===== src/rtl/img_dmem_packer_pkg.sv =====
// ----------------------------------------------------------------------------
// img_pkg
// Shared definitions for the image-to-DMEM packer: the capture FSM state
// encoding and the geometry of the packed DMEM word.
//   PIX_W    : width of one pixel lane inside a DMEM word
//   LANES    : pixels packed into one DMEM word
//   DMEM_AW  : DMEM word-address width
//   DMEM_DW  : DMEM word width (LANES * PIX_W)
// ----------------------------------------------------------------------------
package img_pkg;

    localparam int PIX_W   = 16;
    localparam int LANES   = 16;
    localparam int DMEM_AW = 7;
    localparam int DMEM_DW = 256;

    typedef enum logic [1:0] {
        ST_IDLE  = 2'd0,
        ST_ARMED = 2'd1,
        ST_FILL  = 2'd2,
        ST_DONE  = 2'd3
    } state_e;

endpackage


===== src/rtl/img_dmem_packer.sv =====
// ----------------------------------------------------------------------------
// img_dmem_packer
// Captures one grayscale frame from a pixel stream and packs every 16
// consecutive pixels (zero-extended to PIX_W) into one 256-bit DMEM word,
// issuing a one-cycle write strobe per completed word.
//   clk          : single clock, rising edge
//   rst_n        : asynchronous active-low reset
//   enable       : CPU arm level; dropping it aborts back to IDLE
//   frame_start  : one-cycle pulse on the first pixel period of a frame
//   pxl_valid    : pxl_data is valid this cycle
//   pxl_data     : 8-bit unsigned pixel
//   dmem_wren    : one-cycle DMEM write strobe
//   dmem_wraddr  : DMEM word address (held between writes)
//   dmem_wrdata  : packed DMEM word (held between writes)
//   ccd_done     : level, whole frame written
//   pxl_cnt      : pixels accepted in the current frame
// ----------------------------------------------------------------------------
module img_dmem_packer #(
    parameter logic [6:0] BASE_ADDR  = 7'd0,
    parameter int          NUM_PIXELS = 784,
    parameter int          PIX_W      = img_pkg::PIX_W
) (
    input  logic                         clk,
    input  logic                         rst_n,
    input  logic                         enable,
    input  logic                         frame_start,
    input  logic                         pxl_valid,
    input  logic [7:0]                   pxl_data,
    output logic                         dmem_wren,
    output logic [img_pkg::DMEM_AW-1:0]  dmem_wraddr,
    output logic [img_pkg::DMEM_DW-1:0]  dmem_wrdata,
    output logic                         ccd_done,
    output logic [9:0]                   pxl_cnt
);

    import img_pkg::*;

    localparam logic [9:0] NUM_PIX_C = 10'(NUM_PIXELS);

    state_e               state_q, state_d;
    logic [9:0]           cnt_q, cnt_d;
    logic [DMEM_AW-1:0]   word_q, word_d;
    logic [DMEM_DW-1:0]   acc_q, acc_d;
    logic                 wren_q, wren_d;
    logic [DMEM_AW-1:0]   wraddr_q, wraddr_d;
    logic [DMEM_DW-1:0]   wrdata_q, wrdata_d;
    logic                 done_q, done_d;

    logic                 start;
    logic                 accept;
    logic [9:0]           base_cnt;
    logic [DMEM_AW-1:0]   base_word;
    logic [DMEM_DW-1:0]   base_acc;
    logic [DMEM_DW-1:0]   new_acc;
    logic [3:0]           lane;

    // Next-state logic. A frame_start restarts from a clean slate in the same
    // cycle, so the counters/accumulator are first replaced by "base" values
    // (zero on a restart) and the pixel of that cycle is packed on top of them.
    // The completed word goes into a separate output register, so the
    // accumulator is free to take lane 0 of the next word immediately.
    always_comb begin
        state_d   = state_q;
        cnt_d     = cnt_q;
        word_d    = word_q;
        acc_d     = acc_q;
        wren_d    = 1'b0;
        wraddr_d  = wraddr_q;
        wrdata_d  = wrdata_q;
        done_d    = done_q;
        start     = 1'b0;
        accept    = 1'b0;
        base_cnt  = cnt_q;
        base_word = word_q;
        base_acc  = acc_q;
        new_acc   = acc_q;
        lane      = cnt_q[3:0];

        if (!enable) begin
            state_d = ST_IDLE;
            cnt_d   = '0;
            word_d  = '0;
            acc_d   = '0;
            done_d  = 1'b0;
        end else begin
            case (state_q)
                ST_IDLE: begin
                    state_d = ST_ARMED;
                end
                ST_ARMED: begin
                    if (frame_start) begin
                        start   = 1'b1;
                        state_d = ST_FILL;
                    end
                end
                ST_FILL: begin
                    if (frame_start) begin
                        start = 1'b1;
                    end else if (cnt_q == NUM_PIX_C) begin
                        // Final word strobe is on the bus this cycle.
                        state_d = ST_DONE;
                        done_d  = 1'b1;
                    end else begin
                        accept = pxl_valid;
                    end
                end
                ST_DONE: begin
                    state_d = ST_DONE;
                end
                default: begin
                    state_d = ST_IDLE;
                end
            endcase

            if (start) begin
                base_cnt  = '0;
                base_word = '0;
                base_acc  = '0;
                accept    = pxl_valid;
                cnt_d     = '0;
                word_d    = '0;
                acc_d     = '0;
            end

            if (accept) begin
                lane    = base_cnt[3:0];
                new_acc = base_acc;
                new_acc[int'(lane)*PIX_W +: PIX_W] = {{(PIX_W-8){1'b0}}, pxl_data};
                cnt_d   = base_cnt + 10'd1;
                if (lane == 4'(LANES-1)) begin
                    wren_d   = 1'b1;
                    wraddr_d = BASE_ADDR + base_word;
                    wrdata_d = new_acc;
                    word_d   = base_word + 7'd1;
                    acc_d    = '0;
                end else begin
                    acc_d = new_acc;
                end
            end
        end
    end

    // State and output registers; reset clears every partial frame.
    always_ff @(posedge clk or negedge rst_n) begin
        if (!rst_n) begin
            state_q  <= ST_IDLE;
            cnt_q    <= '0;
            word_q   <= '0;
            acc_q    <= '0;
            wren_q   <= 1'b0;
            wraddr_q <= '0;
            wrdata_q <= '0;
            done_q   <= 1'b0;
        end else begin
            state_q  <= state_d;
            cnt_q    <= cnt_d;
            word_q   <= word_d;
            acc_q    <= acc_d;
            wren_q   <= wren_d;
            wraddr_q <= wraddr_d;
            wrdata_q <= wrdata_d;
            done_q   <= done_d;
        end
    end

    assign dmem_wren   = wren_q;
    assign dmem_wraddr = wraddr_q;
    assign dmem_wrdata = wrdata_q;
    assign ccd_done    = done_q;
    assign pxl_cnt     = cnt_q;

endmodule


===== config.mk =====
export PLATFORM = sky130hd
export DESIGN_NAME = img_dmem_packer
export DESIGN_NICKNAME = d
export VERILOG_FILES = /design/src/rtl/img_dmem_packer_pkg.sv /design/src/rtl/img_dmem_packer.sv
export SDC_FILE = /design/constraint.sdc
export NUM_CORES = 1
export LEC_CHECK = 0
export CAP_MARGIN = 20
export CORE_ASPECT_RATIO = 1.4
export CORE_MARGIN = 1
export CORE_UTILIZATION = 59
export DETAILED_ROUTE_END_ITERATION = 10
export PLACE_DENSITY = 0.85
export SLEW_MARGIN = 20
export SYNTH_ARGS = -nofsm -noshare
export SYNTH_HDL_FRONTEND = slang
export SYNTH_SLANG_ARGS = --single-unit

===== constraint.sdc =====
create_clock -name clk -period 8.4 [get_ports clk]
set_input_delay 0.84 -clock clk [delete_from_list [all_inputs] [get_ports clk]]
set_output_delay 0.84 -clock clk [all_outputs]
set_load 0.03 [all_outputs]

* Word-level counts from Yosys, hierarchy flattened *
Index checks and enable logic that the tools add are counted.

word-level totals
  output and inout bits = 275
  word-level logic and storage cells = 64
  bits in registers = 540

cells by class
  shift-type cells = 2
  $add $sub $neg = 3
  mux-type cells = 35
  eq/ne operators = 11
  reductions and logical operators = 5

operators by type and width
  operator                   count
  $mux 256                   5
  $bwmux 256                 1
  $shift 16x33->256 const A  1
  $shiftx 16x33->256         1
  $mux 10                    4
  $mux 7                     5
  $neg 8->33                 1
  $mux 1                     15
  $add 10x1->10 const B      1
  $eq 10x10->1 const B       1
  $ne 3x3->1 const B         3
  $reduce_and 3->1           3
  $mux 2                     4
  $pmux 2 s4                 1
  $add 7x1->7 const B        1
  $eq 2x2->1 const B         2
  $eq 4x4->1 const B         1
  $ne 2x1->1 const B         2
  $eq 2x1->1 const B         1
  $logic_not 2->1            1
  $ne 2x2->1 const B         1
  $reduce_or 2->1            1

* Longest topological paths before layout *
  depth in word-level cells = 12
  depth in mapped cells = 17
  gate-level depth less buffers = 11

* Least setup slack after synthesis *
Ideal clock, no wire load.

  kind = input to register
  from = input frame_start
  to = register acc_q[160]
  setup slack = 4456 ps
  buffers on the path = 7
  library setup time = 84 ps
  arrival = 3860 ps
  required time = 8316 ps
  stages = 14
  path through = buf_6 -> nand2_1 -> clkbuf_1 -> buf_1 -> buf_1 -> o31ai_1 -> ha_1 -> buf_1 -> nand2b_1 -> or3_1 -> buf_2 -> or4_1 -> buf_2 -> o22ai_1

on the way
  cells in the longest elaborated chain, start to end = 11
  elaborated cells between the ends (all ways) = 19
  classes of those cells = 1 x add/sub; 1 x eq/ne; 2 x shift; 15 x mux

RTL lines
  element                                                         line                                          text
  start, declared                                                 img_dmem_packer.sv:26                         input logic frame_start,
  $mux 1                                                          img_dmem_packer.sv:91, img_dmem_packer.sv:97
  $mux 1                                                          -
  $mux 1                                                          img_dmem_packer.sv:79                         if (!enable) begin
  $mux 10                                                         -
  $mux 10                                                         img_dmem_packer.sv:79
  $neg 8->33                                                      img_dmem_packer.sv:128                        new_acc[int'(lane)*PIX_W +: PIX_W] = {{(PIX_W-8){1'b0}}, pxl_data};
  $shiftx 16x33->256 / $shift 16x33->256 (equally long branches)  img_dmem_packer.sv:128
  $bwmux 256                                                      img_dmem_packer.sv:128
  $mux 256                                                        img_dmem_packer.sv:130                        if (lane == 4'(LANES-1)) begin
  $mux 256 *                                                      img_dmem_packer.sv:125                        if (accept) begin
  $mux 256 *                                                      img_dmem_packer.sv:79
  net acc_d[160]                                                  img_dmem_packer.sv:43                         logic [DMEM_DW-1:0] acc_q, acc_d;
  end signal, assigned                                            img_dmem_packer.sv:149                        acc_q <= '0;
  end signal, assigned                                            img_dmem_packer.sv:158                        acc_q <= acc_d;
  end, declared                                                   img_dmem_packer.sv:43

Mark *: on every way through the listed nets, which the timed path passes. The rest lies on a longest branch. The select of a mux whose other input is x is not followed.
A chain may end at the register's enable or synchronous reset.

* Worst setup path in the final report *
  from = input frame_start
  to = register wrdata_q[213], in the netlist dmem_wrdata[213]

on the way
  cells in the longest elaborated chain, start to end = 8
  elaborated cells between the ends (all ways) = 17
  classes of those cells = 1 x add/sub; 1 x eq/ne; 2 x shift; 12 x mux; 1 x reduce/logical

RTL lines
  element                                                         line                                          text
  $mux 1                                                          img_dmem_packer.sv:91, img_dmem_packer.sv:97
  $mux 1                                                          -
  $mux 1                                                          img_dmem_packer.sv:79
  $mux 10                                                         -
  $mux 10                                                         img_dmem_packer.sv:79
  $neg 8->33                                                      img_dmem_packer.sv:128
  $shiftx 16x33->256 / $shift 16x33->256 (equally long branches)  img_dmem_packer.sv:128
  $bwmux 256                                                      img_dmem_packer.sv:128
  end signal, assigned                                            img_dmem_packer.sv:161                        wrdata_q <= wrdata_d;
  end, declared                                                   img_dmem_packer.sv:46                         logic [DMEM_DW-1:0] wrdata_q, wrdata_d;

Several ways; a longest one is shown, not always the timed one. The select of a mux whose other input is x is not followed.

==> impl_metrics.ini <==
[critical_path]
path_delay_family = buffers and inverters
critical_path_class = in -> reg
start_kind = input port
required_ns = 8.89
crit_chain = clkdlybuf4s50_1 -> nand2_4 -> and2_1 -> ha_1 -> nand2_1 -> nor3_1 -> buf_4 -> nand2_4 -> inv_8 -> buf_4 -> nor2_1 -> a31oi_1
end_kind = flop
crit_slowest_cell = buf_4
cp.arrival_ns = 5.59
path_max_fanout = 183
cp_slowest_stage_delay_ns = 0.79
cp.buffers_inverters = 4

[timing]
worst_pin_slew_ns = 1.05
rsz0062_at_grt = false
finalSetupViolCount = 0
period_needed_ns = 5.10
fin_skew_ns = 0.0200
slew_headroom_pct = 29.9
fin_crit_sh_pct = 60.7
hold_viol = 0
fmax_ghz = 0.196
fin_setup_tns_ns = 0
drv_slew = 0
fin_ws_ns = 3.30

[synthesis]
synth.distinct_cells = 56
synth-edff-count = 0
synthMuxAreaShare_pct = 0.201
syn_nets = 2112
synthXorXnorAreaFrac_pct = 0.523
synthCells = 2092
synth_top_family_by_area = simple AND/OR/NAND/NOR gates
synth_flop_cell = dfrtp_1
ys_seq_area_share_pct = 62.0
synthAdderAreaFrac_pct = 0.402
syn_area_um2 = 21800
async_flop_share_pct = 100
ys_seq_elements = 540
yosys.area_share.simple_pct = 20.6
syn_avg_cell_area_um2 = 10.4
yosysWarningCount = 0
synth-compound-area-share_pct = 12.8

[die]
start_util_pct = 60.3
die_w_um = 164
die_area_um2 = 37700
rows = 82
fp.dieH_um = 229
core_um2 = 36100
io_pins = 288

[hold_path]
hold_path.class = in -> async

[run_status]
status = finished, final reports clean

[pwr]
sequentialPowerShare_pct = 50.7
vdd_drop_max_v = 0.000155
combPwrFrac_pct = 6.7
intPower_mw = 3.90
switching_share_pct = 24.2
p_sw_mw = 1.25
p_clk_share_pct = 42.6
p_leak_nw = 12.0
power.density_nw_per_um2 = 195

[clocking]
clkLatencyLatePin_ns = 0.58
clk_pin_slew_worst_paths_ns = 0.06
h-tree-depth = 2
clk_path_buf_depth = 3
postCtsSetupRepairBufs = 0
tritoncts = yes
cts-resized-gates = 0
cts_buffers = 49
clock_sinks = 540
cts_root_buffer = clkbuf_16
cts_hold_repair.buffers = 0

[final_layout]
layout_commonest_cell = dfrtp_1
num_antenna_cells = 0
syn_to_final_growth_pct = 21.3
final_util_pct = 73.1
drive_above_1_share_pct = 5.94
register_area_um2 = 13500
fillCellCount = 2471
final_net_count = 2310
multiInputGateArea_um2 = 7550
final_cell_mix = 540 x dfrtp_1, 394 x nand2_1, 286 x clkdlybuf4s50_1

[placement]
dp_hpwl_um = 37900
place_ws_ns = 2.86
port_buffers = 287
gp_congestion = 0.856

[detailed_routing]
vias_per_cell = 6.24
postRouteAntennaNets = 0
first_pass_iters = 7
route.detailed.drc = 0
wl_um = 59200
vias = 17400
drtIter0Drc = 1915
routedWlPerCell_um = 21.2

[global_routing]
grt_pass1_vias = 17100
grt_max_degree = 199
antenna_found_initial = 0
grt_pass1_wl_um = 93800
gr-total-overflow = 0
grtUsageTotal_pct = 32.0

[run]
drv_cap = 0
flip-flops by register name, indices dropped and copies added (netlist names):
| signal | cells |
|---|---|
| ccd_done | 1 |
| acc_q | 256 |
| word_q | 7 |
| dmem_wrdata | 256 |
| dmem_wraddr | 7 |
| dmem_wren | 1 |
| pxl_cnt | 10 |
| state_q | 2 |
per-stage QoR:
stage                     hold WS (ns)  instances  instance area [um2]  power (mW)
after floorplan                  0.438       2092                21800        2.86
after global placement           0.449       2699                24800        2.99
after detailed placement         0.455       2699                24800        3.00
after CTS                        0.372       2783                26400        5.16
after global routing             0.380       2785                26400        5.30
final                            0.303       2785                26400        5.15
logic make-up after synthesis:
family,count (synthesis)
AND/OR/NAND/NOR,949
flip-flops,540
AO/OA/AOI/OAI,397
buffers and inverters,182
XOR/XNOR,13
adder cells (fa/ha/maj),7
multiplexers,4
cells in the mapped netlist, drive strengths merged, types with 2 or more instances:
cell type  count  area share (%)
o22ai         96             2.8
and2         100             2.9
or2            3           0.086
nor4          11            0.37
o211ai        27            0.93
clkbuf       112             1.9
dfrtp        540              62
nor3          19            0.57
ha             7            0.40
nand3b         2           0.069
a31oi         79             2.3
o2bb2ai        8            0.32
a22o          89             3.6
inv           11            0.19
nor2b          4            0.11
and3          37             1.1
nor2         106             1.8
nand3        178             4.1
mux2           3            0.16
or3           24            0.69
xor2          10            0.40
o21a           9            0.31
nand4         57             1.6
xnor2          3            0.12
a21oi         32            0.75
nand2        397             6.9
buf           59             1.3
o21ai         26            0.63
a21o          20            0.69
nand2b         5            0.14
a211oi         4            0.26
a21bo          2           0.092
worst register-to-register path, cell delays in order (launching register included):
cell	delay, ns
dfrtp_1	0.42
inv_1	0.09
ha_1	0.43
nand2_4	0.67
and2_1	0.28
ha_1	0.19
nand2_1	0.09
nor3_1	0.21
buf_4	0.25
nand2_4	0.29
inv_8	0.79
buf_4	0.92
nor2_1	0.13
a31oi_1	0.21
final timing paths:
kind / start / end / slack [ns] / depth (start not counted)
hold reg to reg: dmem_wrdata[76] / dmem_wrdata[76] / 0.47 / 2
setup reg to reg: state_q[1] / dmem_wrdata[213] / 3.36 / 13
hold / removal: rst_n / dmem_wrdata[28] / 0.30 / 1
setup / recovery: frame_start / dmem_wrdata[213] / 3.30 / 12
min in group clk: dmem_wrdata[76] / dmem_wrdata[76] / 0.47 / 2
max in group asynchronous: rst_n / dmem_wrdata[220] / 6.51 / 3
cell type report:
| cell class | instances | share of cell area, % |
|---|---|---|
| clock buffer | 71 | 5.57 |
| clock inverter | 13 | 0.384 |
| inverter | 11 | 0.185 |
| multi-input combinational | 1370 | 28.6 |
| sequential | 540 | 51.2 |
| tap | 462 | 2.19 |
| timing repair buffer | 318 | 11.9 |
power groups by stage:
stage	logic (mW)	registers (mW)	clock network (mW)
6_report	0.347	2.61	2.19
5_1_grt	0.375	2.61	2.31
4_1_cts	0.340	2.61	2.21
3_5_place_dp	0.339	2.66	0
3_3_place_gp	0.330	2.66	0
2_1_floorplan	0.198	2.66	0
per-layer routing:
layer  wire length (um)  vias to the layer above  GRT usage (%)
li1                   -                     7745              -
met1              22400                     8632           41.2
met2              29200                      814           52.1
met3               4250                      189           4.85
met4               3320                        0           17.2
met5                  0                        -              0
No activity file was read; power rests on OpenSTA's default activity.
==> variant: new RTL, same flow settings <==
Set the package constant `DMEM_AW` to 9 (it was 7).
--- a/src/rtl/img_dmem_packer_pkg.sv
+++ b/src/rtl/img_dmem_packer_pkg.sv
@@ -12,5 +12,5 @@
     localparam int PIX_W   = 16;
     localparam int LANES   = 16;
-    localparam int DMEM_AW = 7;
+    localparam int DMEM_AW = 9;
     localparam int DMEM_DW = 256;
 
Interface: changed (resized dmem_wraddr); port bits go from 288 to 290. The function was not compared with the original's and may differ.
==> variant against the unedited design <==
Setup slack got worse by 0.27 ns; final area up 5.1%; sequential share of layout area down 2.1 points; wire length increased by 14%; sequential cell count rose by 4; hold slack got worse by 0.035 ns; area after synthesis is 5.6% higher; via count is 11% higher.
Power is not compared: it rests on default switching activity, and its combinational part moved more than twofold at a synthesized area within 25%.
==> variant: results (changes against the unedited design) <==
Parameter                              Value

Layout
  Area of the multi-input gates    8580 um^2 (was 7550 um^2)
  Non-clock buffering overhead    11.4% (was 11.9%)
  Share of layout cells above drive strength 1    6.33% (was 5.94%)
  Number of multi-input combinational cells in the layout    1498 (was 1370)
  Post-layout net count    2445 (was 2310)
  Area growth, synth to finish    20.6% (was 21.3%)
  Fraction of standard cell area that is sequential    49.0% (was 51.2%)
  Fill count    2627 (was 2471)
  Layout inverter count without the clock tree    10 (was 11)
  Non-Filler Instances    2986 (was 2785)
  Clock-cell share of area    6.13% (was 5.95%)

Clock tree
  Number of buffers created by CTS    48 (was 49)

Place
  Post-place setup slack    2.63 ns (was 2.86 ns)
  Placement Cell Area    26100 um^2 (was 24800 um^2)
  Post-Place Cells    2897 (was 2699)
  IO buf count    289 (was 287)
  Post-DP HPWL    43100 um (was 37900 um)
  Gpl congestion    0.918 (was 0.856)

Synthesis
  Commonest cells post-synth    sky130_fd_sc_hd__dfrtp_1, sky130_fd_sc_hd__nand2_1, sky130_fd_sc_hd__nand3_1 (unchanged)
  Unique masters post-synth    62 (was 56)
  Sequential fraction of the synthesis area    59.2% (was 62.0%)
  Largest cells by area after synthesis    sky130_fd_sc_hd__dfrtp_1, sky130_fd_sc_hd__nand2_1, sky130_fd_sc_hd__nand3_1 (unchanged)

Setup path
  Register-to-register path setup slack    3.07 ns (was 3.36 ns)
  Startpoint of the most critical register-to-register path    state_q[0] (was state_q[1])
  Largest fanout of any net on the critical path    200 (was 183)
  Delay of the slowest critical-path stage    0.86 ns (was 0.79 ns)
  Slowest stage cell, crit path    sky130_fd_sc_hd__inv_8 (was sky130_fd_sc_hd__buf_4)

Global route
  Maximum number of pins on one net before global-route repair    201 (was 199)
  Global-route wire length before repair    106000 um (was 93800 um)

Timing
  Hold Worst Slack    0.267 ns (was 0.303 ns)

Detailed routing
  Initial DRC Count    2194 (was 1915)
  Total vias in the final route    19300 (was 17400)
  Routed WL per cell    22.7 um (was 21.2 um)

Floorplan
  Core Area    38500 um^2 (was 36100 um^2)

Run status
  Outcome    finished, final reports clean (unchanged)
variant: cell count changes in the layout (fill, tap and decap cells not counted), sizes merged, moves of 21 or more:
cell,before,now
a22o,89,64
a32oi,0,37
and2,100,53
and3,37,86
nand2,397,328
nand3,178,217
nor2,106,147
nor2b,4,43
o21ai,26,96
o22ai,96,64
or3,24,3
variant: worst reg2reg max path, cell delays in order (launching register included):
cell                      delay [ns]
sky130_fd_sc_hd__dfrtp_1        0.40
sky130_fd_sc_hd__inv_1          0.08
sky130_fd_sc_hd__ha_1           0.41
sky130_fd_sc_hd__and2_1         0.21
sky130_fd_sc_hd__buf_4          0.25
sky130_fd_sc_hd__nor2_1         0.23
sky130_fd_sc_hd__ha_1           0.24
sky130_fd_sc_hd__nand3_1        0.39
sky130_fd_sc_hd__nor3_4         0.57
sky130_fd_sc_hd__nand2_4        0.39
sky130_fd_sc_hd__inv_8          0.87
sky130_fd_sc_hd__buf_4          0.86
sky130_fd_sc_hd__nor2_1         0.14
sky130_fd_sc_hd__a31oi_1        0.21
variant: power breakdown:
group	internal (W)	switching, W
sequential	0.00263	0.0000105
combinational	0.000121	0.000615
clock	0.00136	0.000994
total	0.00411	0.00162
variant: layer usage:
| layer | global-route usage (%) | part of all wire (%) | wire length (um) |
|---|---|---|---|
| met4 | 20.3 | 6.3 | 4280 |
| met1 | 43.2 | 37 | 24900 |
| met5 | 0 | 0 | 0 |
| met2 | 55.5 | 49 | 32900 |
| met3 | 5.77 | 8.4 | 5690 |
variant: logic make-up (layout without fill, tap and decap cells):
family          count (synthesis)  count (layout)  share of synthesized area, %
compound gates                493             493                          15.4
buf+inv                       210             422                          3.75
xor+xnor                       15              15                         0.571
simple gates                  973             973                          20.3
mux                            10              10                         0.440
fa+ha+maj                       7               7                         0.381
flops                         544             544                          59.2
